[config.mk]
export PLATFORM = sky130hd
export DESIGN_NAME = multicycle_ctrl_flat
export DESIGN_NICKNAME = d
export VERILOG_FILES = /design/src/rtl/ctrl_pkg.sv /design/src/rtl/multicycle_ctrl_if.sv /design/src/rtl/ctrl_outputs.sv /design/src/rtl/multicycle_ctrl.sv /design/src/flat_wrapper.sv
export SDC_FILE = /design/constraint.sdc
export NUM_CORES = 1
export LEC_CHECK = 0
export ABC_CLOCK_PERIOD_IN_PS = 1700
export BUFFER_PORTS_ARGS = -buffer_cell sky130_fd_sc_hd__buf_2
export CORE_MARGIN = 2
export CORE_UTILIZATION = 40
export DETAILED_ROUTE_END_ITERATION = 10
export HOLD_SLACK_MARGIN = 0.1
export PLACE_DENSITY = 0.71
export SETUP_SLACK_MARGIN = 0.2
export SLEW_MARGIN = 40
export SYNTH_ARGS = -nofsm -noshare
export SYNTH_HDL_FRONTEND = slang
export SYNTH_SLANG_ARGS = --single-unit
[constraint.sdc]
create_clock -name clk -period 1.7 [get_ports clk]
set_clock_uncertainty 0.05 [all_clocks]
set_input_delay 0.17 -clock clk [delete_from_list [all_inputs] [get_ports clk]]
set_output_delay 0.17 -clock clk [all_outputs]
set_load 0.005 [all_outputs]
[src/rtl/ctrl_pkg.sv]
// Purpose: shared state encoding, opcodes and control-word layout for the multi-cycle RV32I sequencer.
// Latency: n/a (types and constants only).
// Backpressure: n/a.
package ctrl_pkg;

  // FETCH and DECODE must sit at 0 and 1; HALT is pinned to all-ones.
  typedef enum logic [3:0] {
    S_FETCH    = 4'd0,
    S_DECODE   = 4'd1,
    S_MEMADR   = 4'd2,
    S_MEMREAD  = 4'd3,
    S_MEMWB    = 4'd4,
    S_MEMWRITE = 4'd5,
    S_EXEC_R   = 4'd6,
    S_EXEC_I   = 4'd7,
    S_ALUWB    = 4'd8,
    S_BRANCH   = 4'd9,
    S_JAL      = 4'd10,
    S_JALR     = 4'd11,
    S_LUI      = 4'd12,
    S_AUIPC    = 4'd13,
    S_HALT     = 4'hF
  } state_t;

  localparam logic [6:0] OP_LOAD   = 7'b0000011;
  localparam logic [6:0] OP_STORE  = 7'b0100011;
  localparam logic [6:0] OP_RTYPE  = 7'b0110011;
  localparam logic [6:0] OP_ITYPE  = 7'b0010011;
  localparam logic [6:0] OP_BRANCH = 7'b1100011;
  localparam logic [6:0] OP_JAL    = 7'b1101111;
  localparam logic [6:0] OP_JALR   = 7'b1100111;
  localparam logic [6:0] OP_LUI    = 7'b0110111;
  localparam logic [6:0] OP_AUIPC  = 7'b0010111;

  localparam logic [1:0] RES_ALUOUT  = 2'b00;
  localparam logic [1:0] RES_MEMDATA = 2'b01;
  localparam logic [1:0] RES_ALU     = 2'b10;

  localparam logic [1:0] SRCA_PC    = 2'b00;
  localparam logic [1:0] SRCA_OLDPC = 2'b01;
  localparam logic [1:0] SRCA_RS1   = 2'b10;

  localparam logic [1:0] SRCB_RS2   = 2'b00;
  localparam logic [1:0] SRCB_IMM   = 2'b01;
  localparam logic [1:0] SRCB_FOUR  = 2'b10;

  localparam logic [1:0] ALU_ADD    = 2'b00;
  localparam logic [1:0] ALU_SUB    = 2'b01;
  localparam logic [1:0] ALU_FUNCT  = 2'b10;
  localparam logic [1:0] ALU_PASSB  = 2'b11;

  // Everything the decoder produces from state; the branch term of pc_write is added in the top.
  typedef struct packed {
    logic       pc_update;
    logic       adr_src;
    logic       mem_write;
    logic       ir_write;
    logic       reg_write;
    logic [1:0] result_src;
    logic [1:0] alu_src_a;
    logic [1:0] alu_src_b;
    logic [1:0] alu_op;
    logic       halted;
  } ctrl_word_t;

  // Dispatch target out of DECODE; unknown opcodes park the core in HALT.
  function automatic state_t decode_next(input logic [6:0] op);
    case (op)
      OP_LOAD, OP_STORE: decode_next = S_MEMADR;
      OP_RTYPE:          decode_next = S_EXEC_R;
      OP_ITYPE:          decode_next = S_EXEC_I;
      OP_BRANCH:         decode_next = S_BRANCH;
      OP_JAL:            decode_next = S_JAL;
      OP_JALR:           decode_next = S_JALR;
      OP_LUI:            decode_next = S_LUI;
      OP_AUIPC:          decode_next = S_AUIPC;
      default:           decode_next = S_HALT;
    endcase
  endfunction

endpackage

[src/rtl/multicycle_ctrl_if.sv]
// Purpose: bundle between the sequencer and the datapath / memory port.
// Latency: n/a (wires only).
// Backpressure: mem_ready is the only stall input.
interface multicycle_ctrl_if;
  logic [6:0] op;
  logic       branch_taken;
  logic       mem_ready;
  logic       pc_write;
  logic       adr_src;
  logic       mem_write;
  logic       ir_write;
  logic       reg_write;
  logic [1:0] result_src;
  logic [1:0] alu_src_a;
  logic [1:0] alu_src_b;
  logic [1:0] alu_op;
  logic       halted;
  logic [3:0] state;

  // Sequencer side.
  modport master (
    input  op, branch_taken, mem_ready,
    output pc_write, adr_src, mem_write, ir_write, reg_write,
           result_src, alu_src_a, alu_src_b, alu_op, halted, state
  );

  // Datapath side.
  modport slave (
    output op, branch_taken, mem_ready,
    input  pc_write, adr_src, mem_write, ir_write, reg_write,
           result_src, alu_src_a, alu_src_b, alu_op, halted, state
  );
endinterface

[src/rtl/ctrl_outputs.sv]
// Purpose: combinational state -> control word decoder for the multi-cycle sequencer.
// Latency: 0 cycles (pure combinational).
// Backpressure: FETCH strobes qualified by mem_rdy_i so a stalled fetch changes nothing.
module ctrl_outputs
  import ctrl_pkg::*;
(
  input  state_t     state_i,
  input  logic       mem_rdy_i,
  output ctrl_word_t cw_o
);

  // Per-state control word; anything not listed stays at zero.
  always_comb begin
    cw_o = '0;
    case (state_i)
      S_FETCH: begin
        cw_o.alu_src_b  = SRCB_FOUR;
        cw_o.result_src = RES_ALU;
        cw_o.ir_write   = mem_rdy_i;
        cw_o.pc_update  = mem_rdy_i;
      end
      S_DECODE: begin
        cw_o.alu_src_a = SRCA_OLDPC;
        cw_o.alu_src_b = SRCB_IMM;
      end
      S_MEMADR: begin
        cw_o.alu_src_a = SRCA_RS1;
        cw_o.alu_src_b = SRCB_IMM;
      end
      S_MEMREAD: begin
        cw_o.adr_src    = 1'b1;
        cw_o.result_src = RES_ALUOUT;
      end
      S_MEMWB: begin
        cw_o.result_src = RES_MEMDATA;
        cw_o.reg_write  = 1'b1;
      end
      S_MEMWRITE: begin
        cw_o.adr_src    = 1'b1;
        cw_o.result_src = RES_ALUOUT;
        cw_o.mem_write  = 1'b1;
      end
      S_EXEC_R: begin
        cw_o.alu_src_a = SRCA_RS1;
        cw_o.alu_src_b = SRCB_RS2;
        cw_o.alu_op    = ALU_FUNCT;
      end
      S_EXEC_I: begin
        cw_o.alu_src_a = SRCA_RS1;
        cw_o.alu_src_b = SRCB_IMM;
        cw_o.alu_op    = ALU_FUNCT;
      end
      S_ALUWB: begin
        cw_o.result_src = RES_ALUOUT;
        cw_o.reg_write  = 1'b1;
      end
      S_BRANCH: begin
        cw_o.alu_src_a  = SRCA_RS1;
        cw_o.alu_src_b  = SRCB_RS2;
        cw_o.alu_op     = ALU_SUB;
        cw_o.result_src = RES_ALUOUT;
      end
      S_JALR: begin
        cw_o.alu_src_a = SRCA_RS1;
        cw_o.alu_src_b = SRCB_IMM;
      end
      S_JAL: begin
        cw_o.alu_src_a  = SRCA_OLDPC;
        cw_o.alu_src_b  = SRCB_FOUR;
        cw_o.result_src = RES_ALUOUT;
        cw_o.pc_update  = 1'b1;
      end
      S_LUI: begin
        cw_o.alu_src_b = SRCB_IMM;
        cw_o.alu_op    = ALU_PASSB;
      end
      S_AUIPC: begin
        cw_o.alu_src_a = SRCA_OLDPC;
        cw_o.alu_src_b = SRCB_IMM;
      end
      S_HALT: begin
        cw_o.halted = 1'b1;
      end
      default: cw_o = '0;
    endcase
  end

endmodule

[src/rtl/multicycle_ctrl.sv]
// Purpose: Moore sequencer walking each RV32I instruction through fetch/decode/execute/mem/writeback.
// Latency: 3..5 cycles per instruction with memory always ready, +1 per memory wait cycle.
// Backpressure: holds in FETCH/MEMREAD/MEMWRITE while mem_ready is low; HALT absorbs until reset.
module multicycle_ctrl
  import ctrl_pkg::*;
#(
  parameter bit USE_MEM_READY = 1'b1
) (
  input logic               clk,
  input logic               rst_n,
  multicycle_ctrl_if.master bus
);

  state_t     state_q, state_d;
  ctrl_word_t cw;
  logic       mem_rdy;

  // With the handshake disabled every access completes in one cycle.
  assign mem_rdy = USE_MEM_READY ? bus.mem_ready : 1'b1;

  // State register; reset drops straight back to FETCH, aborting any instruction in flight.
  always_ff @(posedge clk or negedge rst_n) begin
    if (!rst_n) state_q <= S_FETCH;
    else        state_q <= state_d;
  end

  // Next-state: memory states hold until the access completes, DECODE dispatches on opcode.
  always_comb begin
    state_d = state_q;
    case (state_q)
      S_FETCH:    if (mem_rdy) state_d = S_DECODE;
      S_DECODE:   state_d = decode_next(bus.op);
      S_MEMADR:   state_d = (bus.op == OP_LOAD) ? S_MEMREAD : S_MEMWRITE;
      S_MEMREAD:  if (mem_rdy) state_d = S_MEMWB;
      S_MEMWB:    state_d = S_FETCH;
      S_MEMWRITE: if (mem_rdy) state_d = S_FETCH;
      S_EXEC_R:   state_d = S_ALUWB;
      S_EXEC_I:   state_d = S_ALUWB;
      S_ALUWB:    state_d = S_FETCH;
      S_BRANCH:   state_d = S_FETCH;
      S_JALR:     state_d = S_JAL;
      S_JAL:      state_d = S_ALUWB;
      S_LUI:      state_d = S_ALUWB;
      S_AUIPC:    state_d = S_ALUWB;
      S_HALT:     state_d = S_HALT;
      default:    state_d = S_HALT;
    endcase
  end

  ctrl_outputs u_outputs (
    .state_i   (state_q),
    .mem_rdy_i (mem_rdy),
    .cw_o      (cw)
  );

  // Drive the bus; everything is forced quiet while reset is asserted.
  always_comb begin
    bus.pc_write   = 1'b0;
    bus.adr_src    = 1'b0;
    bus.mem_write  = 1'b0;
    bus.ir_write   = 1'b0;
    bus.reg_write  = 1'b0;
    bus.result_src = 2'b00;
    bus.alu_src_a  = 2'b00;
    bus.alu_src_b  = 2'b00;
    bus.alu_op     = 2'b00;
    bus.halted     = 1'b0;
    if (rst_n) begin
      bus.pc_write   = cw.pc_update | ((state_q == S_BRANCH) & bus.branch_taken);
      bus.adr_src    = cw.adr_src;
      bus.mem_write  = cw.mem_write;
      bus.ir_write   = cw.ir_write;
      bus.reg_write  = cw.reg_write;
      bus.result_src = cw.result_src;
      bus.alu_src_a  = cw.alu_src_a;
      bus.alu_src_b  = cw.alu_src_b;
      bus.alu_op     = cw.alu_op;
      bus.halted     = cw.halted;
    end
  end

  assign bus.state = state_q;

endmodule

[src/flat_wrapper.sv]
// flat-port wrapper written by rule: the top's interface ports become plain ports
module multicycle_ctrl_flat import ctrl_pkg::*;
#(
  parameter bit USE_MEM_READY = 1'b1
)
  (clk, rst_n, bus_op, bus_branch_taken, bus_mem_ready, bus_pc_write, bus_adr_src, bus_mem_write, bus_ir_write, bus_reg_write, bus_result_src, bus_alu_src_a, bus_alu_src_b, bus_alu_op, bus_halted, bus_state);
  multicycle_ctrl_if bus_i ();
  input logic clk;
  input logic rst_n;
  input wire logic [$bits(bus_i.op)-1:0] bus_op;
  input wire logic [$bits(bus_i.branch_taken)-1:0] bus_branch_taken;
  input wire logic [$bits(bus_i.mem_ready)-1:0] bus_mem_ready;
  output wire logic [$bits(bus_i.pc_write)-1:0] bus_pc_write;
  output wire logic [$bits(bus_i.adr_src)-1:0] bus_adr_src;
  output wire logic [$bits(bus_i.mem_write)-1:0] bus_mem_write;
  output wire logic [$bits(bus_i.ir_write)-1:0] bus_ir_write;
  output wire logic [$bits(bus_i.reg_write)-1:0] bus_reg_write;
  output wire logic [$bits(bus_i.result_src)-1:0] bus_result_src;
  output wire logic [$bits(bus_i.alu_src_a)-1:0] bus_alu_src_a;
  output wire logic [$bits(bus_i.alu_src_b)-1:0] bus_alu_src_b;
  output wire logic [$bits(bus_i.alu_op)-1:0] bus_alu_op;
  output wire logic [$bits(bus_i.halted)-1:0] bus_halted;
  output wire logic [$bits(bus_i.state)-1:0] bus_state;
  assign bus_i.op = bus_op;
  assign bus_i.branch_taken = bus_branch_taken;
  assign bus_i.mem_ready = bus_mem_ready;
  assign bus_pc_write = bus_i.pc_write;
  assign bus_adr_src = bus_i.adr_src;
  assign bus_mem_write = bus_i.mem_write;
  assign bus_ir_write = bus_i.ir_write;
  assign bus_reg_write = bus_i.reg_write;
  assign bus_result_src = bus_i.result_src;
  assign bus_alu_src_a = bus_i.alu_src_a;
  assign bus_alu_src_b = bus_i.alu_src_b;
  assign bus_alu_op = bus_i.alu_op;
  assign bus_halted = bus_i.halted;
  assign bus_state = bus_i.state;
  multicycle_ctrl #(.USE_MEM_READY(USE_MEM_READY)) u_core (.clk(clk), .rst_n(rst_n), .bus(bus_i));
endmodule
==> results.yml, run 1 <==
drt:
  wl_met3_um: 124
  drt-vias-per-instance: 5.62
  via_count: 848
  drt_iter0_drc: 25
  postRouteWirelength_um: 2050
  wl_met1_um: 857
  drt_first_pass_iters: 4
  ant_nets: 0
  drt-wirelength-per-cell_um: 13.5
  met2_length_um: 1030
  drc: 0
  highest_layer: "met4"
setup_path:
  crit_arrival_ns: 1.79
  start_kind: "flip-flop"
  critPathMaxFanout: 7
  crit_required_ns: 1.80
  crit_path_end_kind: "flip-flop"
  path_class: "reg -> reg"
finish:
  final_common_cell: "buf_2"
  largest_reg_flops: 4
  nNetsFinal: 148
  regArea_um2: 104
  antennaDiodeCount: 0
  area_growth_pct: 74.6
  layout_common_cells: "buf_2 (28), nand2_1 (10), buf_4 (10)"
  fillers: 107
  drive_gt1_frac: 0.548
  multi_input_area_um2: 572
  layout.cells.non_filler: 151
  final_core_util: 0.724
placed_design:
  dp_slack_ns: 0.0792
  io_buffers: 28
  placed_cells: 135
  dp_hpwl_um: 1250
  routabilityCongestion: 0.804
flow_run:
  drv_cap: 0
floorplanning:
  fp.dieW_um: 43.1
  die_area_um2: 1860
  core_area_um2: 1470
  ios: 29
  start_util: 0.415
  die_h_um: 43.1
  rows: 14
power_and_ir_drop:
  p_per_area_nw_per_um2: 1580
  peakVddDrop_v: 0.000906
  leakagePower_nw: 0.506
global_route:
  grt_use_total: 0.207
  grt_max_degree: 23
  antenna_found_initial: 0
  grt_remaining_overflow: 0
  grt_pass1_vias: 669
  grt_first_pass_wirelength_um: 2930
timing:
  rsz0062_at_grt: "yes"
  hold_viol: 0
  worst_slew_pin_slew_ns: 0.509
  setup_violations: 0
  worst_slack_ns: 0.00929
  drv_slew: 0
  tns_ns: 0
  fmax_mhz: 591
  fin_crit_sh: 0.995
  timing.slew.headroom: 0.652
  min_period_ns: 1.69
logic_synthesis:
  synth_edf_count: 0
  synth_area_um2: 611
  ys_types: 33
  ys_seq_area_frac: 0.164
  synth_nets: 103
  synth-seq-cells: 4
  async_flop_share: 1.00
  yosysWarnings: 0
  synthCells: 92
  synthFlopType: "dfrtp_1"
  avgSynthCellArea_um2: 6.64
clock_network:
  numCtsBuffers: 3
  clock_sinks: 4
  clk_pin_slew_ns: 0.05
  clock_latency_ns: 0.25
  cts-htree-levels: 1
  cts_tree: "built"
  cts-root-buf: "clkbuf_4"
  cts_buffer_depth: 2
min_path:
  hold_class: "in -> reg"
run_status:
  status: "complete, no violations"
through the flow:
step           hold slack [ns]  power (mW)  area (um^2)
6_report                 0.194        1.68         1070
5_1_grt                  0.211        1.80         1070
4_1_cts                  0.197        1.39          932
3_5_place_dp           -0.0108        1.03          788
3_3_place_gp           -0.0136        1.02          788
2_1_floorplan           -0.176       0.750          612
cells by family (layout without fill, tap and decap cells):
| family | count (synthesis) | count (layout) | share of synthesized area |
|---|---|---|---|
| simple gates | 49 | 49 | 0.428 |
| flops | 4 | 4 | 0.164 |
| buf+inv | 11 | 54 | 0.0697 |
| mux | 5 | 5 | 0.0861 |
| compound gates | 20 | 20 | 0.209 |
| xor+xnor | 3 | 3 | 0.0430 |
synthesized netlist by cell type, drive strengths merged, types with 3 or more instances:
cell | instances | share of area
nor3 | 5 | 0.041
nand2 | 12 | 0.074
nor2 | 12 | 0.074
mux2i | 3 | 0.049
dfrtp | 4 | 0.16
inv | 4 | 0.025
nor2b | 4 | 0.041
nor4 | 3 | 0.031
buf | 3 | 0.020
a21oi | 7 | 0.057
clkbuf | 4 | 0.025
routing by layer:
metal  global-route usage  up-vias
li1                     -      417
met1                0.258      392
met2                0.336       35
met3               0.0340        4
met4                0.115        0
met5                    0        -
power by group:
group | total [mW] | leakage, nW | switching, mW | internal, mW
combinational | 1.33 | 0.445 | 0.605 | 0.726
clock | 0.127 | 0.0138 | 0.0478 | 0.0796
sequential | 0.223 | 0.0472 | 0.0791 | 0.144
total | 1.68 | 0.506 | 0.732 | 0.949
worst paths after layout:
path                                     start                  end  slack [ns]  cells past startpoint
setup / recovery           u_core.bus.state[1]  u_core.bus.state[2]       0.009                      4
hold / removal                       bus_op[3]  u_core.bus.state[1]        0.19                      3
setup reg to reg           u_core.bus.state[1]  u_core.bus.state[2]       0.009                      4
hold reg to reg            u_core.bus.state[3]  u_core.bus.state[3]        0.72                      3
max in group asynchronous                rst_n  u_core.bus.state[0]        0.95                      2
min in group asynchronous                rst_n  u_core.bus.state[2]        0.43                      2
critical path: stages, from the launching register on:
cell      delay, ns
dfrtp_2        0.48
or4b_2         0.67
a21boi_2       0.17
a31oi_1        0.05
o22ai_1        0.18
timing repair:
item	in CTS	in global routing
gates cloned	0	0
setup buffers	6	6
endpoints found under the setup margin	15	15
hold buffers	1	0
pin swaps	4	7
hold endpoints to repair	4	0
gates resized for setup	21	14
final cells by class:
class / count / area share
clock buffers: 3 / 0.0211
multi-input cells: 77 / 0.536
repair buffers: 47 / 0.312
flip-flops and latches: 4 / 0.0974
inverters: 4 / 0.0141
well taps: 16 / 0.0188
Note: power is estimated with default switching activity, not from simulation.
==> run 2, diff against run 1 <==
ABC_AREA = 1   (was not set)
PLACE_DENSITY = 0.7   (was 0.71)
==> run 2 against run 1 <==
Compared with the run above: the flow now finishes with violations (setup timing); sequential power down 57%; largest cell class unchanged; synthesized cell count rose by 30%; power decreased by 83%; clock power up 7%; die area up 3.5%; critical path type is now reg -> out; flip-flop and latch count unchanged; global-route usage is 4.4 points higher; first-iteration DRC count increased by 8.0%.
==> results.yml, run 2 <==
global_route:
  grt_max_degree: 11
  grt_use_total: 0.252
  antenna_found_initial: 0
  grt_first_pass_wirelength_um: 3630
  grt_pass1_vias: 814
  grt_remaining_overflow: 0
setup_path:
  r2r_slack_ns: 0.15
  rr_startpoint: "u_core.bus.state[3]"
  crit_path_cell_trace: "nor2_4, inv_4, nor2_4, a21oi_1, a31oi_1, buf_2"
  cp_slowest_cell: "dfrtp_2"
  crit_required_ns: 1.48
  crit_arrival_ns: 1.49
  crit_path_end_kind: "output port"
  path_class: "reg -> out"
  ff2ff_path_depth: 9
  critPathMaxStageDelay_ns: 0.48
  start_kind: "flip-flop"
  r2r-end: "u_core.bus.state[1]"
  crit_top_cell: "nor2_4"
  critPathMaxFanout: 6
finish:
  nNetsFinal: 184
  fillers: 115
  largest_reg_flops: 4
  drive_gt1_frac: 0.520
  layout.cells.non_filler: 187
  postLayoutCellArea_um2: 1070
  final_common_cell: "nand2_1"
  final_core_util: 0.716
  area_growth_pct: 68.0
  layout_common_cells: "nand2_1 (29), buf_2 (28), nor2_1 (18), buf_4 (18), inv_1 (9)"
  antennaDiodeCount: 0
placed_design:
  placed_cells: 163
  dp_slack_ns: 0.199
  dpl-instance-area_um2: 787
  dp_hpwl_um: 1390
  routabilityCongestion: 0.897
  io_buffers: 28
min_path:
  hold_class: "in -> reg"
  hold_path_depth: 6
  min_from: "bus_op[3]"
  hold_end: "u_core.bus.state[0]"
power_and_ir_drop:
  p_comb_frac: 0.173
  internal_power_mw: 0.194
  power_switching_mw: 0.0864
  peakVddDrop_v: 0.000302
  total_power_mw: 0.280
  pwr-share-clk: 0.486
  switching_share: 0.308
  pwr-share-seq: 0.341
  leakagePower_nw: 0.543
  p_per_area_nw_per_um2: 263
clock_network:
  cts_buffer_depth: 2
  cts_tree: "built"
  cts-root-buf: "clkbuf_4"
  clock_latency_ns: 0.26
  clk_pin_slew_ns: 0.05
  clock_sinks: 4
  cts-htree-levels: 1
  numCtsBuffers: 3
logic_synthesis:
  ys_types: 19
  synth_most_common_cell: "nand2_1"
  synth_area_um2: 634
  async_flop_share: 1.00
  synth_edf_count: 0
  synthCells: 120
  synthTopCellsByArea: "nand2_1 (22%), dfrtp_1 (16%), nor2_1 (14%), inv_1 (8.9%), nand3_1 (6.3%)"
  synth-seq-cells: 4
  yosysWarnings: 0
  synthFlopType: "dfrtp_1"
  synth_top_cell_by_area: "nand2_1"
  ys_seq_area_frac: 0.158
  synth_top_area_frac: 0.219
  synth_nets: 131
  synth_commonest_cells: "nand2_1 (37), nor2_1 (24), inv_1 (15)"
  avgSynthCellArea_um2: 5.29
timing:
  setup_violations: 1
  hold_viol: 0
  worst_slack_ns: -0.00806
  fmax_mhz: 585
  worst_slew_pin_slew_ns: 0.273
  fin_crit_sh: 1.00
  min_period_ns: 1.71
  rsz0062_at_grt: "yes"
  timing.slew.headroom: 0.818
  drv_slew: 0
  tns_ns: -0.00806
  hold_ws_ns: 0.301
drt:
  postRouteWirelength_um: 2540
  ant_nets: 0
  drt_iter0_drc: 27
  drt-vias-per-instance: 5.37
  drt-wirelength-per-cell_um: 13.6
  drt_first_pass_iters: 4
  drc: 0
  via_count: 1004
flow_run:
  drv_cap: 0
run_status:
  status: "finished, violations left"
  violations: "setup timing"
floorplanning:
  die_area_um2: 1920
  fp.dieW_um: 43.8
  start_util: 0.426
  rows: 14
  core_area_um2: 1490
  ios: 29
  die_h_um: 43.8
run 2: final cells by class:
cell class	count	area, um^2	area share
multi-input cells	97	533	0.500
repair buffers	49	308	0.289
flip-flops and latches	4	105	0.0986
inverters	18	77.6	0.0728
clock buffers	3	22.5	0.0211
well taps	16	20.0	0.0188
run 2: per-layer routing:
metal | wire [um] | global-route usage | vias up
met5 | 0 | 0 | -
met4 | 63 | 0.0667 | 0
met3 | 186 | 0.0583 | 8
met2 | 1280 | 0.447 | 61
met1 | 1000 | 0.301 | 452
li1 | - | - | 483
run 2: how the worst max path moves through the flow:
stage | from | endpoint | slack (ns) | depth (start not counted)
after floorplan | u_core.bus.state[1] | bus_pc_write | 0.36 | 6
after global placement | u_core.bus.state[1] | bus_pc_write | 0.25 | 6
after detailed placement | u_core.bus.state[1] | bus_pc_write | 0.20 | 6
after CTS | u_core.bus.state[2] | bus_pc_write | 0.12 | 6
after global routing | u_core.bus.state[3] | bus_alu_src_b[0] | -0.04 | 6
final | u_core.bus.state[3] | bus_alu_src_b[0] | -0.008 | 6
run 2: cells by family after synthesis:
family                 share of synthesized area
AO/OA/AOI/OAI                              0.134
buffers and inverters                      0.118
flip-flops                                 0.158
AND/OR/NAND/NOR                            0.590
run 2: critical path, delay by kind of cell (launching register included):
kind                   cells  cell delay (ns)
and+or+nand+nor            2             0.29
buffers and inverters      2             0.22
AOI/OAI and AO/OA          2             0.23
DFF                        1             0.48
run 2: power by group through the flow:
stage	combinational [mW]	clock [mW]	sequential [mW]
final	0.0485	0.136	0.0954
after global routing	0.0551	0.144	0.0954
after CTS	0.0477	0.127	0.0956
after detailed placement	0.0458	0	0.0969
after global placement	0.0441	0	0.0969
after floorplan	0.0224	0	0.0970
run 2: repair_timing:
action / 4_1_cts / 5_1_grt
endpoints found under the hold margin: 4 / 0
endpoints found under the setup margin: 10 / 14
resized for setup: 21 / 17
buffers inserted: 14 / 6
pin swaps: 8 / 18
hold buffers: 1 / 0
